File: config.mk
export PLATFORM = sky130hd
export DESIGN_NAME = bus_select_encoder_flat
export DESIGN_NICKNAME = d
export VERILOG_FILES = /design/src/rtl/bus_select_if.sv /design/src/rtl/bus_select_encoder.sv /design/src/flat_wrapper.sv
export SDC_FILE = /design/constraint.sdc
export NUM_CORES = 1
export LEC_CHECK = 0
export CELL_PAD_IN_SITES_DETAIL_PLACEMENT = 0
export CELL_PAD_IN_SITES_GLOBAL_PLACEMENT = 1
export CORE_AREA = 10 10 69 99
export CTS_CLUSTER_DIAMETER = 60
export DETAILED_ROUTE_END_ITERATION = 8
export DIE_AREA = 0 0 79 109
export GPL_TIMING_DRIVEN = 0
export MAX_ROUTING_LAYER = met4
export PLACE_DENSITY_LB_ADDON = 0.1
export SKIP_CTS_REPAIR_TIMING = 1
export SYNTH_ARGS = -nofsm -noshare
export SYNTH_HDL_FRONTEND = slang
export SYNTH_SLANG_ARGS = --single-unit
File: constraint.sdc
create_clock -name clock -period 1.9 [get_ports clock]
set_input_delay 0.19 -clock clock [delete_from_list [all_inputs] [get_ports clock]]
set_output_delay 0.19 -clock clock [all_outputs]
set_load 0.005 [all_outputs]
File: src/rtl/bus_select_if.sv
`default_nettype none
// +----------------------------------------------------------------------+
// | bus_select_if: request/grant bundle between bus sources and encoder  |
// | Revision: 1.0                                                        |
// +----------------------------------------------------------------------+
interface bus_select_if;
  logic [15:0] req;
  logic        done;
  logic [3:0]  enc_out;
  logic        valid;
  logic [15:0] grant;
  logic        multi_err;
  logic        timeout;

  modport master (
    output req, done,
    input  enc_out, valid, grant, multi_err, timeout
  );

  modport slave (
    input  req, done,
    output enc_out, valid, grant, multi_err, timeout
  );
endinterface
`default_nettype wire

File: src/rtl/bus_select_encoder.sv
`default_nettype none
// +----------------------------------------------------------------------+
// | bus_select_encoder: registered 16-to-4 bus-drive arbiter/encoder.    |
// | Optional BUS_SELECT_ROUND_ROBIN_EN selects round-robin arbitration.  |
// | Revision: 1.0                                                        |
// +----------------------------------------------------------------------+
module bus_select_encoder #(
  parameter int MAX_HOLD = 16,
  parameter int CNT_W    = 5
) (
  input  wire          clock,
  input  wire          clear,
  bus_select_if.slave  bus
);

  localparam logic [0:0] ST_IDLE  = 1'b0;
  localparam logic [0:0] ST_GRANT = 1'b1;

  logic [0:0]       state;
  logic [CNT_W-1:0] hold_cnt;
  logic [3:0]       enc_reg;
  logic             valid_reg;
  logic [15:0]      grant_reg;
  logic             multi_reg;
  logic             timeout_reg;

  logic [3:0]       search_base;
  logic [3:0]       sel_idx;
  logic [3:0]       cand;
  logic             found;
  logic             multi_req;
  logic             hold_hit;
  logic             owner_req;
  logic             release_now;

`ifdef BUS_SELECT_ROUND_ROBIN_EN
  logic [3:0] ptr;

  // Search starts just past the last winner so every requester gets a turn.
  assign search_base = ptr + 4'd1;

  always_ff @(posedge clock) begin
    if (!clear) begin
      ptr <= 4'hF;
    end else if (state == ST_IDLE && bus.req != 16'h0000) begin
      ptr <= sel_idx;
    end
  end
`else
  assign search_base = 4'd0;
`endif

  always_comb begin
    sel_idx = 4'd0;
    cand    = 4'd0;
    found   = 1'b0;
    for (int i = 0; i < 16; i++) begin
      cand = search_base + 4'(i);
      if (!found && bus.req[cand]) begin
        sel_idx = cand;
        found   = 1'b1;
      end
    end
  end

  assign multi_req = (bus.req & (bus.req - 16'd1)) != 16'h0000;
  assign owner_req = bus.req[enc_reg];

  generate
    if (MAX_HOLD != 0) begin : g_hold_limit
      assign hold_hit = (hold_cnt == CNT_W'(MAX_HOLD - 1));
    end else begin : g_hold_unlimited
      assign hold_hit = 1'b0;
    end
  endgenerate

  assign release_now = bus.done || !owner_req || hold_hit;

  always_ff @(posedge clock) begin
    if (!clear) begin
      state       <= ST_IDLE;
      hold_cnt    <= '0;
      enc_reg     <= 4'd0;
      valid_reg   <= 1'b0;
      grant_reg   <= 16'h0000;
      multi_reg   <= 1'b0;
      timeout_reg <= 1'b0;
    end else begin
      multi_reg   <= 1'b0;
      timeout_reg <= 1'b0;
      if (state == ST_IDLE) begin
        if (bus.req != 16'h0000) begin
          state     <= ST_GRANT;
          enc_reg   <= sel_idx;
          grant_reg <= 16'h0001 << sel_idx;
          valid_reg <= 1'b1;
          hold_cnt  <= '0;
          multi_reg <= multi_req;
        end
      end else begin
        if (release_now) begin
          // enc_out deliberately keeps the last owner after release.
          state       <= ST_IDLE;
          valid_reg   <= 1'b0;
          grant_reg   <= 16'h0000;
          hold_cnt    <= '0;
          timeout_reg <= hold_hit && !bus.done && owner_req;
        end else begin
          hold_cnt <= hold_cnt + CNT_W'(1);
        end
      end
    end
  end

  assign bus.enc_out   = enc_reg;
  assign bus.valid     = valid_reg;
  assign bus.grant     = grant_reg;
  assign bus.multi_err = multi_reg;
  assign bus.timeout   = timeout_reg;

endmodule
`default_nettype wire

File: src/flat_wrapper.sv
// flat-port wrapper written by rule: the top's interface ports become plain ports
module bus_select_encoder_flat 
#(
  parameter int MAX_HOLD = 16,
  parameter int CNT_W    = 5
)
  (clock, clear, bus_req, bus_done, bus_enc_out, bus_valid, bus_grant, bus_multi_err, bus_timeout);
  bus_select_if bus_i ();
  input  wire clock;
  input  wire clear;
  input wire logic [$bits(bus_i.req)-1:0] bus_req;
  input wire logic [$bits(bus_i.done)-1:0] bus_done;
  output wire logic [$bits(bus_i.enc_out)-1:0] bus_enc_out;
  output wire logic [$bits(bus_i.valid)-1:0] bus_valid;
  output wire logic [$bits(bus_i.grant)-1:0] bus_grant;
  output wire logic [$bits(bus_i.multi_err)-1:0] bus_multi_err;
  output wire logic [$bits(bus_i.timeout)-1:0] bus_timeout;
  assign bus_i.req = bus_req;
  assign bus_i.done = bus_done;
  assign bus_enc_out = bus_i.enc_out;
  assign bus_valid = bus_i.valid;
  assign bus_grant = bus_i.grant;
  assign bus_multi_err = bus_i.multi_err;
  assign bus_timeout = bus_i.timeout;
  bus_select_encoder #(.MAX_HOLD(MAX_HOLD), .CNT_W(CNT_W)) u_core (.clock(clock), .clear(clear), .bus(bus_i));
endmodule
Word level (Yosys, flattened, before mapping). Index checks and enable logic that the tools add are counted.

Output and inout bits: 23. Bits of input ports: 19. Bits in registers: 29.

Muxes and demuxes: 44. Equal/unequal tests: 2. Add/subtract/negate cells: 2. Order comparisons: 1. Bitwise logic cells: 4. Reductions and logical operators: 43. Shifts and indexed selects: 1.

Operator list (number): $mux W4 (14); $mux W16 (3); $reduce_bool A16 Y1 (2); $mux W1 (23); $logic_and A1 B1 Y1 (17); $logic_not A1 Y1 (17); $and A16 B16 Y16 (1); $shl A1 B4 Y16 const A (1); $sub A16 B1 Y16 const B (1); $mux W5 (3); $add A5 B1 Y5 const B (1); $eq A5 B4 Y1 const B (1); $lt A4 B5 Y1 const B (1); $bmux W1 S4 (1); $reduce_and A2 Y1 (2); $not A1 Y1 (3); $reduce_and A3 Y1 (1); $reduce_or A3 Y1 (1); $logic_or A1 B1 Y1 (2); $ne A2 B2 Y1 const B (1); $reduce_bool A2 Y1 (1).

Longest topological paths before layout.
Depth in word-level cells: 49. Depth in mapped cells: 9. Gate-level depth less buffers: 6.

Worst setup path after synthesis. OpenSTA, ideal clock, no wires.

Kind: reg2reg. From: reg u_core.enc_reg[1], in the netlist u_core.bus.enc_out[1]. To: reg u_core.grant_reg[15], in the netlist u_core.bus.grant[15]. Clock period less this slack: 2.106 ns. Setup time: 0.117 ns. Slack: -0.206 ns. Cell stages (with the launch flop): 10. Path buffers: 3. Data arrival time: 1.989 ns. Cells stage by stage: dfxtp_1 -> buf_6 -> mux4_1 -> mux2i_1 -> mux2_4 -> nor3_4 -> o21a_1 -> buf_6 -> buf_8 -> a22o_1.

Word-level cells in the longest chain between the ends: 7.

Ends and longest elaborated chain: from (decl) (RTL line bus_select_encoder.sv:21) `logic [3:0] enc_reg;`; from (signal assigned) (RTL line bus_select_encoder.sv:94) `enc_reg <= sel_idx;`; $bmux W1 S4 (RTL line bus_select_encoder.sv:67) `assign owner_req = bus.req[enc_reg];`; $mux W1 (implied by the code) (RTL line bus_select_encoder.sv:67); $logic_not A1 Y1 (RTL line bus_select_encoder.sv:77) `assign release_now = bus.done || !owner_req || hold_hit;`; $logic_or A1 B1 Y1 (2 in a row) (RTL line bus_select_encoder.sv:77); $ne A2 B2 Y1 (no source line); $reduce_and A2 Y1 (no source line); to (signal assigned) (RTL line bus_select_encoder.sv:95) `grant_reg <= 16'h0001 << sel_idx;`; to (decl) (RTL line bus_select_encoder.sv:23) `logic [15:0] grant_reg;`.

No other way between the ends. The select of a mux whose other input is x is not followed. A chain may end at the register's enable or synchronous reset.

Worst setup path after layout.
From: in bus_req[12]. To: reg u_core.grant_reg[15], in the netlist u_core.bus.grant[15].

Word-level cells in the longest chain between the ends: 14. Elaborated cells between the ends (all ways): 26. Classes of those cells: 1 x eq/ne; 1 x shift; 11 x mux; 13 x reduce/logical.

Ends and longest elaborated chain: from (decl) (RTL line flat_wrapper.sv:11) `input wire logic [$bits(bus_i.req)-1:0] bus_req;`; $logic_and A1 B1 Y1 (RTL line bus_select_encoder.sv:59) `if (!found && bus.req[cand]) begin`; $mux W1 (RTL line bus_select_encoder.sv:59); $logic_not A1 Y1 (RTL line bus_select_encoder.sv:59); $logic_and A1 B1 Y1 (RTL line bus_select_encoder.sv:59); $mux W1 (RTL line bus_select_encoder.sv:59); $logic_not A1 Y1 (RTL line bus_select_encoder.sv:59); $logic_and A1 B1 Y1 (RTL line bus_select_encoder.sv:59); $mux W1 (RTL line bus_select_encoder.sv:59); $logic_not A1 Y1 (RTL line bus_select_encoder.sv:59); $logic_and A1 B1 Y1 (RTL line bus_select_encoder.sv:59); $mux W4 (RTL line bus_select_encoder.sv:59); $shl A1 B4 Y16 (RTL line bus_select_encoder.sv:95); $mux W16 (RTL line bus_select_encoder.sv:92) `if (bus.req != 16'h0000) begin`; $mux W16 (RTL line bus_select_encoder.sv:91) `if (state == ST_IDLE) begin`.

Parallel ways exist; a longest one is shown, timed or not. The select of a mux whose other input is x is not followed.

==> results by group <==
Synthesis
  – Synthesized Nets: 183
  – Post-synth EDFFs: 0
  – #FFs+latches synth: 29
  – Mapped Area: around 1600 sq um
  – Distinct cell type count after synthesis: between 40 and 50
  – Synth Area per Inst: ~9.6 sq um
  – Number of synthesis warnings: 0
  – Asr flop ratio synth: 0%
  – Register area share after synthesis: 37.15%
  – Cells after Synth: 162
  – Primary FF master, synth: dfxtp_1

Critical path
  – Reg-to-reg critical path endpoint: u_core.bus.grant[15]$_SDFFE_PN0P_
  – CP endpoint kind: flop
  – R2R Setup Slk: -0.29 ns
  – CP Launch Type: input pin
  – Reg2Reg Depth: 9
  – Critical Path RT: 2.07 ns
  – Critical path class: input pin to flop
  – R2R Path Start: u_core.bus.enc_out[1]$_SDFFE_PN0P_
  – Critical Path AT: approximately 2.4 ns
  – Crit-path max FO: 10

Timing
  – Slew at the pin closest to its max-slew limit: between 0.5 and 0.6 ns
  – Fmax: 455.1 MHz
  – Period minus WS final: 2.197 ns
  – Final Cycle Share: 115.6%
  – Clk_skew: around 0.0041 ns
  – Slew HR: a little under two thirds
  – # setup viols final: 19
  – RSZ-0062 raised after global routing: yes
  – Final hold vios: 0
  – Max Slew Vio Count: 0
  – Worst Setup Slack, final: -0.2973 ns

Clocking
  – Clock root cell: clkbuf_8
  – Clock buffer depth: 2
  – Cts bufs inserted: 5
  – Sinks on Clock Net: 29
  – Worst skew pair latency: 0.28 ns
  – CTS tree: done
  – H-tree lvl count: 2
  – CTS clock-pin slew for the worst setup and hold paths: 0.06 ns

Detailed routing
  – Wire length per cell: 16.83 um
  – DR vias/cell: 5.333
  – DRT Pass-1 Iters: 4
  – WL final: roughly 4.8 mm
  – ANT nets after route: 0
  – # DRC: 0
  – Vias: 1,520
  – Drt first-iter violations: 67

Final layout
  – Fin nets: 237
  – Diode count: 0
  – Largest register FFs: 16
  – P&R area growth vs syn: 46.84%
  – Share of cells above drive strength 1: 19.35%

Run status
  – Violated checks: setup timing
  – Outcome: finished with violations

Floorplanning
  – Die Width: 79 um
  – Ports: 42
  – Die Height: 109 um
  – Core box area: 5125 sq um
  – Cell Rows: 32
  – Die Area: 8611 sq um
  – Initial core utilization: 30.49%

GRT
  – Largest net degree at the start of global routing: 11
  – GRT Total Usage: 11.51%
  – First-pass GRT wire length: 7.541 mm
  – Total gr overflow: 0
  – Number of global-route vias before repair: 1,538
  – Initial antenna violation count: 0

Worst hold path
  – Hold Crit Class: flop to flop
  – WHS Endpoint: u_core.bus.grant[4]$_SDFFE_PN0P_
  – Hold wc startpoint: u_core.bus.grant[4]$_SDFFE_PN0P_
  – Hold Path Depth: 1

Placement
  – Pre-CTS setup slack: -0.8464 ns
  – Detailed Place HPWL: 3.833 mm
  – Routability cong.: 0.9101
  – Port Buf Inserts: 40

Flow run
  – Max Cap Viol: 0

Power and ir drop
  – Tot Pwr: 1.656 mW
  – Power per cell area: 721.8 nW/um^2
  – VDD IR max: 0.3261 mV
  – Static Leakage: 0.8887 nW
==> Yosys cell counts, types with 2 or more instances <==
cell	instances	area [sq um]
dfxtp_1	29	580.6
nor2_1	22	82.58
a22o_1	16	140.1
a21oi_1	10	50.05
nand2_1	9	33.78
inv_1	6	22.52
nor3_1	6	30.03
a211oi_1	4	30.03
mux2i_1	4	40.04
mux4_1	4	105.1
nand3_1	4	20.02
a31oi_1	3	18.77
nor3b_2	3	37.54
nor4_1	3	18.77
a22o_2	2	20.02
and3_1	2	12.51
buf_6	2	22.52
clkbuf_1	2	7.510
ha_1	2	25.02
nand2b_1	2	12.51
nand3b_1	2	15.01
o21a_1	2	15.01
o22ai_1	2	12.51
o31ai_1	2	15.01
==> cell usage in the layout (no fill, tap or decap), drive strengths merged, types with 2 or more instances in the layout <==
master,netlist,layout
dfxtp,29,29
nand3b,2,2
a211oi,4,4
o21a,2,2
nor3,8,8
mux4,4,4
buf,4,11
clkdlybuf4s50,0,33
inv,6,6
clkbuf,2,7
nor3b,3,3
nand2,9,9
a21oi,10,10
mux2i,4,4
o22ai,2,2
nor2,22,22
a22o,18,18
nand3,4,4
a31oi,3,3
ha,2,2
nor4,5,5
and3,2,2
o31ai,2,2
nand2b,2,2
dlymetal6s2s,0,7
bufinv,0,2
==> metrics by stage <==
step	util (%)	hold WS [ns]	instances	setup TNS [ns]	cell area, sq um
6_report	44.78	0.4812	285	-4.436	2295
4_1_cts	42.31	0.4778	278	-9.700	2168
5_1_grt	44.78	0.4982	285	-6.162	2295
3_3_place_gp	39.70	0.4649	270	-17.59	2034
2_1_floorplan	-	0.3062	162	-1.233	1549
3_5_place_dp	39.70	0.4726	270	-17.64	2034
==> where the power goes <==
group | leakage (nW) | internal (mW) | total (mW) | switching (mW)
sequential | 0.236 | 0.625 | 0.638 | 0.0135
combinational | 0.585 | 0.133 | 0.262 | 0.129
clock | 0.0681 | 0.521 | 0.756 | 0.235
==> kinds of logic (layout without fill, tap and decap cells) <==
| logic type | after synthesis | count (layout) | synth area share, % |
|---|---|---|---|
| mux | 9 | 9 | 10.25 |
| flops | 29 | 29 | 37.15 |
| buf+inv | 12 | 67 | 4.643 |
| fa+ha+maj | 3 | 3 | 2.242 |
| compound gates | 49 | 49 | 23.54 |
| simple gates | 60 | 60 | 22.18 |
==> how the worst max path moves through the flow <==
| stage | start | cells after the start | endpoint |
|---|---|---|---|
| after floorplan | u_core.bus.enc_out[1]$_SDFFE_PN0P_ | 9 | u_core.bus.grant[15]$_SDFFE_PN0P_ |
| after global placement | bus_req[2] | 7 | u_core.bus.grant[13]$_SDFFE_PN0P_ |
| after detailed placement | bus_req[2] | 7 | u_core.bus.grant[9]$_SDFFE_PN0P_ |
| after CTS | bus_req[2] | 7 | u_core.bus.grant[9]$_SDFFE_PN0P_ |
| after global routing | bus_req[10] | 8 | u_core.bus.grant[1]$_SDFFE_PN0P_ |
| final | bus_req[12] | 9 | u_core.bus.grant[15]$_SDFFE_PN0P_ |
==> cell type report <==
| cell class | count | area (sq um) |
|---|---|---|
| buffer | 6 | 50.05 |
| clock buffer | 5 | 68.82 |
| clock inverter | 3 | 65.06 |
| fill | 532 | 2830 |
| inverter | 6 | 22.52 |
| multi-input combinational | 121 | 950.9 |
| sequential | 29 | 581.8 |
| tap | 68 | 85.08 |
| timing repair buffer | 47 | 470.5 |
==> worst max-delay path: stages <==
cell             delay [ns]
clkdlybuf4s50_1        0.55
mux4_2                 0.52
mux2i_2                0.19
mux2_4                 0.21
nor3_4                 0.05
o21a_1                 0.18
buf_6                  0.13
buf_8                  0.13
a22o_1                 0.20
==> layer usage <==
metal  up-vias  wire [um]  track usage, %
li1        737          -               -
met1       725       1906           11.12
met2        44       2509           20.29
met3        14        216           3.130
met4         0        166           6.298
met5         -          0               -
Power figures use the tool's default switching activity.
